$ cat src/rtl/polar_bit_alloc_if.sv
// Stream interface of the polar encoder bit allocator.
//   in_valid/in_data/in_last/in_ready : W-bit information-word input stream
//   out_valid/out_data/out_ready      : N-bit u vector towards the generator stage
//   err_len                           : one-cycle frame-length violation pulse
// Modport slave is the allocator side, master is the producer/consumer side.
interface polar_bit_alloc_if #(
  parameter int unsigned N = 256,
  parameter int unsigned W = 8
);
  logic         in_valid;
  logic [W-1:0] in_data;
  logic         in_last;
  logic         in_ready;
  logic         out_valid;
  logic [N-1:0] out_data;
  logic         out_ready;
  logic         err_len;

  modport master (
    output in_valid, in_data, in_last, out_ready,
    input  in_ready, out_valid, out_data, err_len
  );

  modport slave (
    input  in_valid, in_data, in_last, out_ready,
    output in_ready, out_valid, out_data, err_len
  );
endinterface

$ cat src/rtl/polar_bit_alloc.sv
// Polar encoder bit allocator: collects K information bits arriving as W-bit words and
// scatters them into an N-bit source vector u, with zeros at frozen positions.
// One frame can be collected while the previous u vector waits in the output register.
// Ports:
//   clk  : rising-edge clock
//   rst  : synchronous active-high reset
//   bus  : polar_bit_alloc_if.slave (input word stream, u vector output, err_len pulse)
module polar_bit_alloc #(
  parameter int unsigned  N         = 256,
  parameter int unsigned  K         = 128,
  parameter int unsigned  W         = 8,
  parameter logic [N-1:0] INFO_MASK = {{128{1'b1}}, {128{1'b0}}}
) (
  input logic              clk,
  input logic              rst,
  polar_bit_alloc_if.slave bus
);

  localparam int unsigned Words = K / W;
  localparam int unsigned CntW  = (Words > 1) ? $clog2(Words) : 1;
  localparam int unsigned IdxW  = (K > 1) ? $clog2(K) : 1;

  typedef enum logic [0:0] {StCollect, StFull} state_e;

  // Number of information positions strictly below position p, i.e. the info-bit index
  // that lands on p when INFO_MASK[p] is set.
  function automatic int unsigned info_index(input int unsigned p);
    int unsigned n;
    n = 0;
    for (int unsigned i = 0; i < p; i++) begin
      if (INFO_MASK[i]) n++;
    end
    return n;
  endfunction

  state_e          state_q, state_d;
  logic [CntW-1:0] cnt_q, cnt_d;
  logic [K-1:0]    buf_q, buf_d;
  logic            in_ready_q, in_ready_d;
  logic            out_valid_q, out_valid_d;
  logic [N-1:0]    out_data_q, out_data_d;
  logic            err_q, err_d;

  logic         accept;
  logic         last_word;
  logic         slot_free;
  logic         load;
  logic [N-1:0] scattered;

  // Static scatter: pure wiring, resolved at elaboration.
  for (genvar p = 0; p < N; p++) begin : g_scatter
    if (INFO_MASK[p]) begin : g_info
      localparam logic [IdxW-1:0] Idx = IdxW'(info_index(p));
      assign scattered[p] = buf_q[Idx];
    end else begin : g_frozen
      assign scattered[p] = 1'b0;
    end
  end

  // in_ready_q is only ever high in StCollect, so accept implies collecting.
  assign accept    = bus.in_valid && in_ready_q;
  assign last_word = (cnt_q == CntW'(Words - 1));
  assign slot_free = !out_valid_q || bus.out_ready;
  assign load      = (state_q == StFull) && slot_free;

  // State register
  always_ff @(posedge clk) begin
    if (rst) begin
      state_q     <= StCollect;
      cnt_q       <= '0;
      buf_q       <= '0;
      in_ready_q  <= 1'b0;
      out_valid_q <= 1'b0;
      out_data_q  <= '0;
      err_q       <= 1'b0;
    end else begin
      state_q     <= state_d;
      cnt_q       <= cnt_d;
      buf_q       <= buf_d;
      in_ready_q  <= in_ready_d;
      out_valid_q <= out_valid_d;
      out_data_q  <= out_data_d;
      err_q       <= err_d;
    end
  end

  // Next-state logic
  always_comb begin
    state_d = state_q;
    case (state_q)
      StCollect: if (accept && bus.in_last && last_word) state_d = StFull;
      StFull:    if (slot_free) state_d = StCollect;
      default:   state_d = StCollect;
    endcase
  end

  // Datapath and output next values
  always_comb begin
    cnt_d       = cnt_q;
    buf_d       = buf_q;
    err_d       = 1'b0;
    in_ready_d  = (state_d == StCollect);
    out_valid_d = load || (out_valid_q && !bus.out_ready);
    out_data_d  = load ? scattered : out_data_q;

    if (accept) begin
      for (int unsigned c = 0; c < Words; c++) begin
        if (cnt_q == CntW'(c)) buf_d[c*W +: W] = bus.in_data;
      end
      // A good frame and both length errors all restart the word count; an erroneous
      // frame never reaches StFull so its partial contents are simply overwritten.
      if (bus.in_last || last_word) cnt_d = '0;
      else                          cnt_d = cnt_q + 1'b1;
      err_d = (bus.in_last != last_word);
    end
  end

  assign bus.in_ready  = in_ready_q;
  assign bus.out_valid = out_valid_q;
  assign bus.out_data  = out_data_q;
  assign bus.err_len   = err_q;

endmodule

$ cat src/flat_wrapper.sv
// flat-port wrapper written by rule: the top's interface ports become plain ports
module polar_bit_alloc_flat 
#(
  parameter int unsigned  N         = 256,
  parameter int unsigned  K         = 128,
  parameter int unsigned  W         = 8,
  parameter logic [N-1:0] INFO_MASK = {{128{1'b1}}, {128{1'b0}}}
)
  (clk, rst, bus_in_valid, bus_in_data, bus_in_last, bus_out_ready, bus_in_ready, bus_out_valid, bus_out_data, bus_err_len);
  polar_bit_alloc_if #(.N(N), .W(W)) bus_i ();
  input logic clk;
  input logic rst;
  input wire logic [$bits(bus_i.in_valid)-1:0] bus_in_valid;
  input wire logic [$bits(bus_i.in_data)-1:0] bus_in_data;
  input wire logic [$bits(bus_i.in_last)-1:0] bus_in_last;
  input wire logic [$bits(bus_i.out_ready)-1:0] bus_out_ready;
  output wire logic [$bits(bus_i.in_ready)-1:0] bus_in_ready;
  output wire logic [$bits(bus_i.out_valid)-1:0] bus_out_valid;
  output wire logic [$bits(bus_i.out_data)-1:0] bus_out_data;
  output wire logic [$bits(bus_i.err_len)-1:0] bus_err_len;
  assign bus_i.in_valid = bus_in_valid;
  assign bus_i.in_data = bus_in_data;
  assign bus_i.in_last = bus_in_last;
  assign bus_i.out_ready = bus_out_ready;
  assign bus_in_ready = bus_i.in_ready;
  assign bus_out_valid = bus_i.out_valid;
  assign bus_out_data = bus_i.out_data;
  assign bus_err_len = bus_i.err_len;
  polar_bit_alloc #(.N(N), .K(K), .W(W), .INFO_MASK(INFO_MASK)) u_core (.clk(clk), .rst(rst), .bus(bus_i));
endmodule
$ cat config.mk
export PLATFORM = sky130hd
export DESIGN_NAME = polar_bit_alloc_flat
export DESIGN_NICKNAME = d
export VERILOG_FILES = /design/src/rtl/polar_bit_alloc_if.sv /design/src/rtl/polar_bit_alloc.sv /design/src/flat_wrapper.sv
export SDC_FILE = /design/constraint.sdc
export NUM_CORES = 1
export LEC_CHECK = 0
export ABC_AREA = 1
export CORE_ASPECT_RATIO = 0.8
export CORE_MARGIN = 5
export CORE_UTILIZATION = 49
export DETAILED_ROUTE_END_ITERATION = 12
export PLACE_DENSITY = 0.77
export SYNTH_ARGS = -nofsm -noshare
export SYNTH_HDL_FRONTEND = slang
export SYNTH_SLANG_ARGS = --single-unit
$ cat constraint.sdc
create_clock -name clk -period 1.9 [get_ports clk]
set_input_delay 0.38 -clock clk [delete_from_list [all_inputs] [get_ports clk]]
set_output_delay 0.38 -clock clk [all_outputs]
set_load 0.03 [all_outputs]
==> results.tsv <==
stage	metric	value	unit
sta	worst_slew_pin_slew	0.778	ns
routing	top_layer	met4	
die	core-area	20900	um2
die	rows	47	
sta	hold_viol	0	
place	dp_hpwl	15.9	mm
worst_setup_path	reg2reg_from	u_core.cnt_q[0]$_SDFFE_PP0N_	
layout	fin_nets	1598	
worst_hold_path	min-delay-start	u_core.bus.out_data[145]$_SDFFE_PP0P_	
layout	final_layout_size_suffix_gt1_share	5.15	%
place	dp_slack	0.0304	ns
worst_setup_path	worstPathMaxFanout	7	
clocking	hold_buffers	0	
yosys	syn_inst	1448	
worst_setup_path	critPathMaxStageDelay	0.48	ns
routing	drc	0	
die	start_util	50.3	%
yosys	ys_warn_count	0	
grt	grt_max_degree	64	
worst_setup_path	worstPathRequired	1.52	ns
sta	max_freq	0.546	GHz
die	die_x	174	um
run_status	outcome	finished, final reports clean	
power	power_per_cell_area	898	nW/um2
routing	dr.pass1.iters	5	
routing	ant_nets	0	
sta	setup-violations-final	0	
routing	wl	24.0	mm
sta	rsz0062_at_grt	false	
layout	multi_input_area	4310	um2
worst_setup_path	r2r_slack	0.40	ns
clocking	cts_buffers	26	
worst_setup_path	cp_top_family	flip-flops	
clocking	ctsHtreeMaxLevel	1	
routing	vias	8521	
worst_setup_path	critPathBufInv	1	
worst_setup_path	cp-start-kind	flop	
place	io_buffers	143	
worst_setup_path	worstSetupPathType	flop to output port	
clocking	cts_tree	yes	
worst_setup_path	cp_slowest_cell	dfxtp_1	
die	ios	272	
yosys	netlist_area	10500	um2
sta	maxSlewViolCount	0	
sta	fin_crit_sh	96.4	%
layout	diodes	0	
grt	grt_pass1_vias	7521	
place	gp_congestion	0.785	
layout	fill_cells	1965	
grt	antenna_found_initial	0	
layout	register_area	5290	um2
worst_setup_path	r2r_end	u_core.buf_q[23]$_SDFFE_PP0P_	
worst_hold_path	holdPathStages	2	
worst_setup_path	ff2ff_path_depth	8	
worst_setup_path	cp_cell_sequence	dlygate4sd2_1	
routing	wl_per_cell	12.9	um
die	dieArea	24500	um2
worst_setup_path	worstSetupEndpointType	output port	
worst_setup_path	arrival	1.45	ns
clocking	cts.sinks	264	
power	peakVddDrop	0.510	mV
power	leakage	5.81	nW
sta	worst_slack	0.0690	ns
routing	wl_met1	10.9	mm
grt	grt_util_all_layers	18.3	%
die	die_h	141	um
routing	vias_per_cell	4.58	
yosys	seq_area_frac_synth	50.3	%
sta	whs	0.475	ns
clocking	clockBufferDepth	3	
worst_hold_path	hp-class	flop to flop	
routing	drt_iter0_markers	493	
layout	syn2layout_area_growth	19.2	%
sta	fin_setup_tns	0	ns
sta	worst_slew_margin_rel	48.1	%
routing	wl_met2	11.6	mm
yosys	ys_types	16	
clocking	clk_latency	0.52	ns
yosys	ys_ff_latch	264	
worst_hold_path	min_to	u_core.bus.out_data[145]$_SDFFE_PP0P_	
clocking	cts_root_buffer	clkbuf_16	
sta	clock_skew	0.00966	ns
sta	period_minus_slack	1.83	ns
grt	grt.overflow.total	0	
clocking	clk_pin_slew_worst_paths	0.06	ns
grt	grt_pass1_wl	37.8	mm
routing	wl_met3	1.15	mm
run	max-cap-violations	0	
yosys	synth_area_per_cell	7.26	um2
clocking	postCtsSetupRepairBufs	0	
-- synth_stat cells --
master	number	area (um2)
a21oi_1	3	15.0
buf_2	7	35.0
clkbuf_2	1	5.00
buf_4	143	1070
clkbuf_1	41	154
nand2_1	272	1020
o21ai_0	128	641
nor2_2	1	6.26
inv_1	19	71.3
conb_1	1	3.75
o21ai_1	3	15.0
ha_1	6	75.1
nand3_1	9	45.0
nor2_1	534	2000
dfxtp_1	264	5290
buf_1	16	60.1
-- cells in the final DEF, fill, tap and decap left out, types with 3 or more instances in the layout --
cell             Yosys  final
nand3_1              9      9
dlygate4sd2_1        0    130
o21ai_0            128    128
conb_1               1    128
clkdlybuf4s50_1      0     12
clkbuf_8             0      4
buf_4              143     31
clkbuf_16            0     27
o21ai_1              3      3
ha_1                 6      6
nor2_1             534    534
buf_12               0     10
inv_1               19     17
dfxtp_1            264    264
nand2_1            272    271
a21oi_1              3      3
clkbuf_1            41      5
clkinv_2             0      4
-- metrics by stage --
step | utilization [%] | total power [W] | cells | instance area, um2
6_report | 60.0 | 0.0112 | 1862 | 12500
5_1_grt | 60.0 | 0.0116 | 1862 | 12500
4_1_cts | 60.0 | 0.0113 | 1862 | 12500
3_5_place_dp | 56.9 | 0.00646 | 1820 | 11900
3_3_place_gp | 56.9 | 0.00645 | 1820 | 11900
2_1_floorplan | - | 0.00651 | 1575 | 11000
-- registers in the layout, indices dropped and copies added (netlist names) --
signal / flops
u_core.bus.out_data: 128
u_core.bus.out_valid: 1
u_core.bus.in_ready: 1
u_core.buf_q: 128
u_core.bus.err_len: 1
u_core.state_q: 1
u_core.cnt_q: 4
-- repair_timing --
action / CTS / global route
resized for setup: 130 / 1
pin swaps: 0 / 0
endpoints found under the setup margin: 130 / 1
-- cell type report --
class	count	area share, %
well taps	269	2.69
inverters	19	0.629
clock buffers	36	5.98
repair buffers	184	13.6
multi-input cells	1084	34.4
flip-flops and latches	264	42.2
clock inverters	6	0.470
-- report_power, final --
| part | total [W] | internal [W] | leakage [nW] | switching [W] |
|---|---|---|---|---|
| logic | 0.000767 | 0.000147 | 3.28 | 0.000620 |
| clock network | 0.00489 | 0.00286 | 0.401 | 0.00203 |
| registers | 0.00558 | 0.00556 | 2.13 | 0.0000179 |
| total | 0.0112 | 0.00857 | 5.81 | 0.00267 |
-- cells by family after synthesis --
kind of cell	after synthesis	share of synthesized area, %
flip-flops	264	50.3
other	1	0.0357
adder cells (fa/ha/maj)	6	0.714
buffers and inverters	227	13.3
AND/OR/NAND/NOR	816	29.3
AO/OA/AOI/OAI	134	6.38
-- per-layer routing --
metal / global-route usage, % / vias to the layer above
li1: - / 4441
met1: 24.5 / 3857
met2: 31.5 / 190
met3: 3.08 / 33
met4: 4.00 / 0
met5: 0 / -
-- worst max-delay path by stage --
stage                                        start                            end  cells after the start
floorplan           u_core.bus.in_ready$_SDFF_PP0_  u_core.buf_q[29]$_SDFFE_PP0P_                      6
global placement                      bus_in_valid  u_core.buf_q[18]$_SDFFE_PP0P_                      7
detailed placement                    bus_in_valid  u_core.buf_q[10]$_SDFFE_PP0P_                      7
CTS                  u_core.bus.err_len$_SDFF_PP0_                    bus_err_len                      1
global route        u_core.bus.in_ready$_SDFF_PP0_                   bus_in_ready                      1
finish              u_core.bus.in_ready$_SDFF_PP0_                   bus_in_ready                      1
Note: power is estimated with default switching activity, not from simulation.
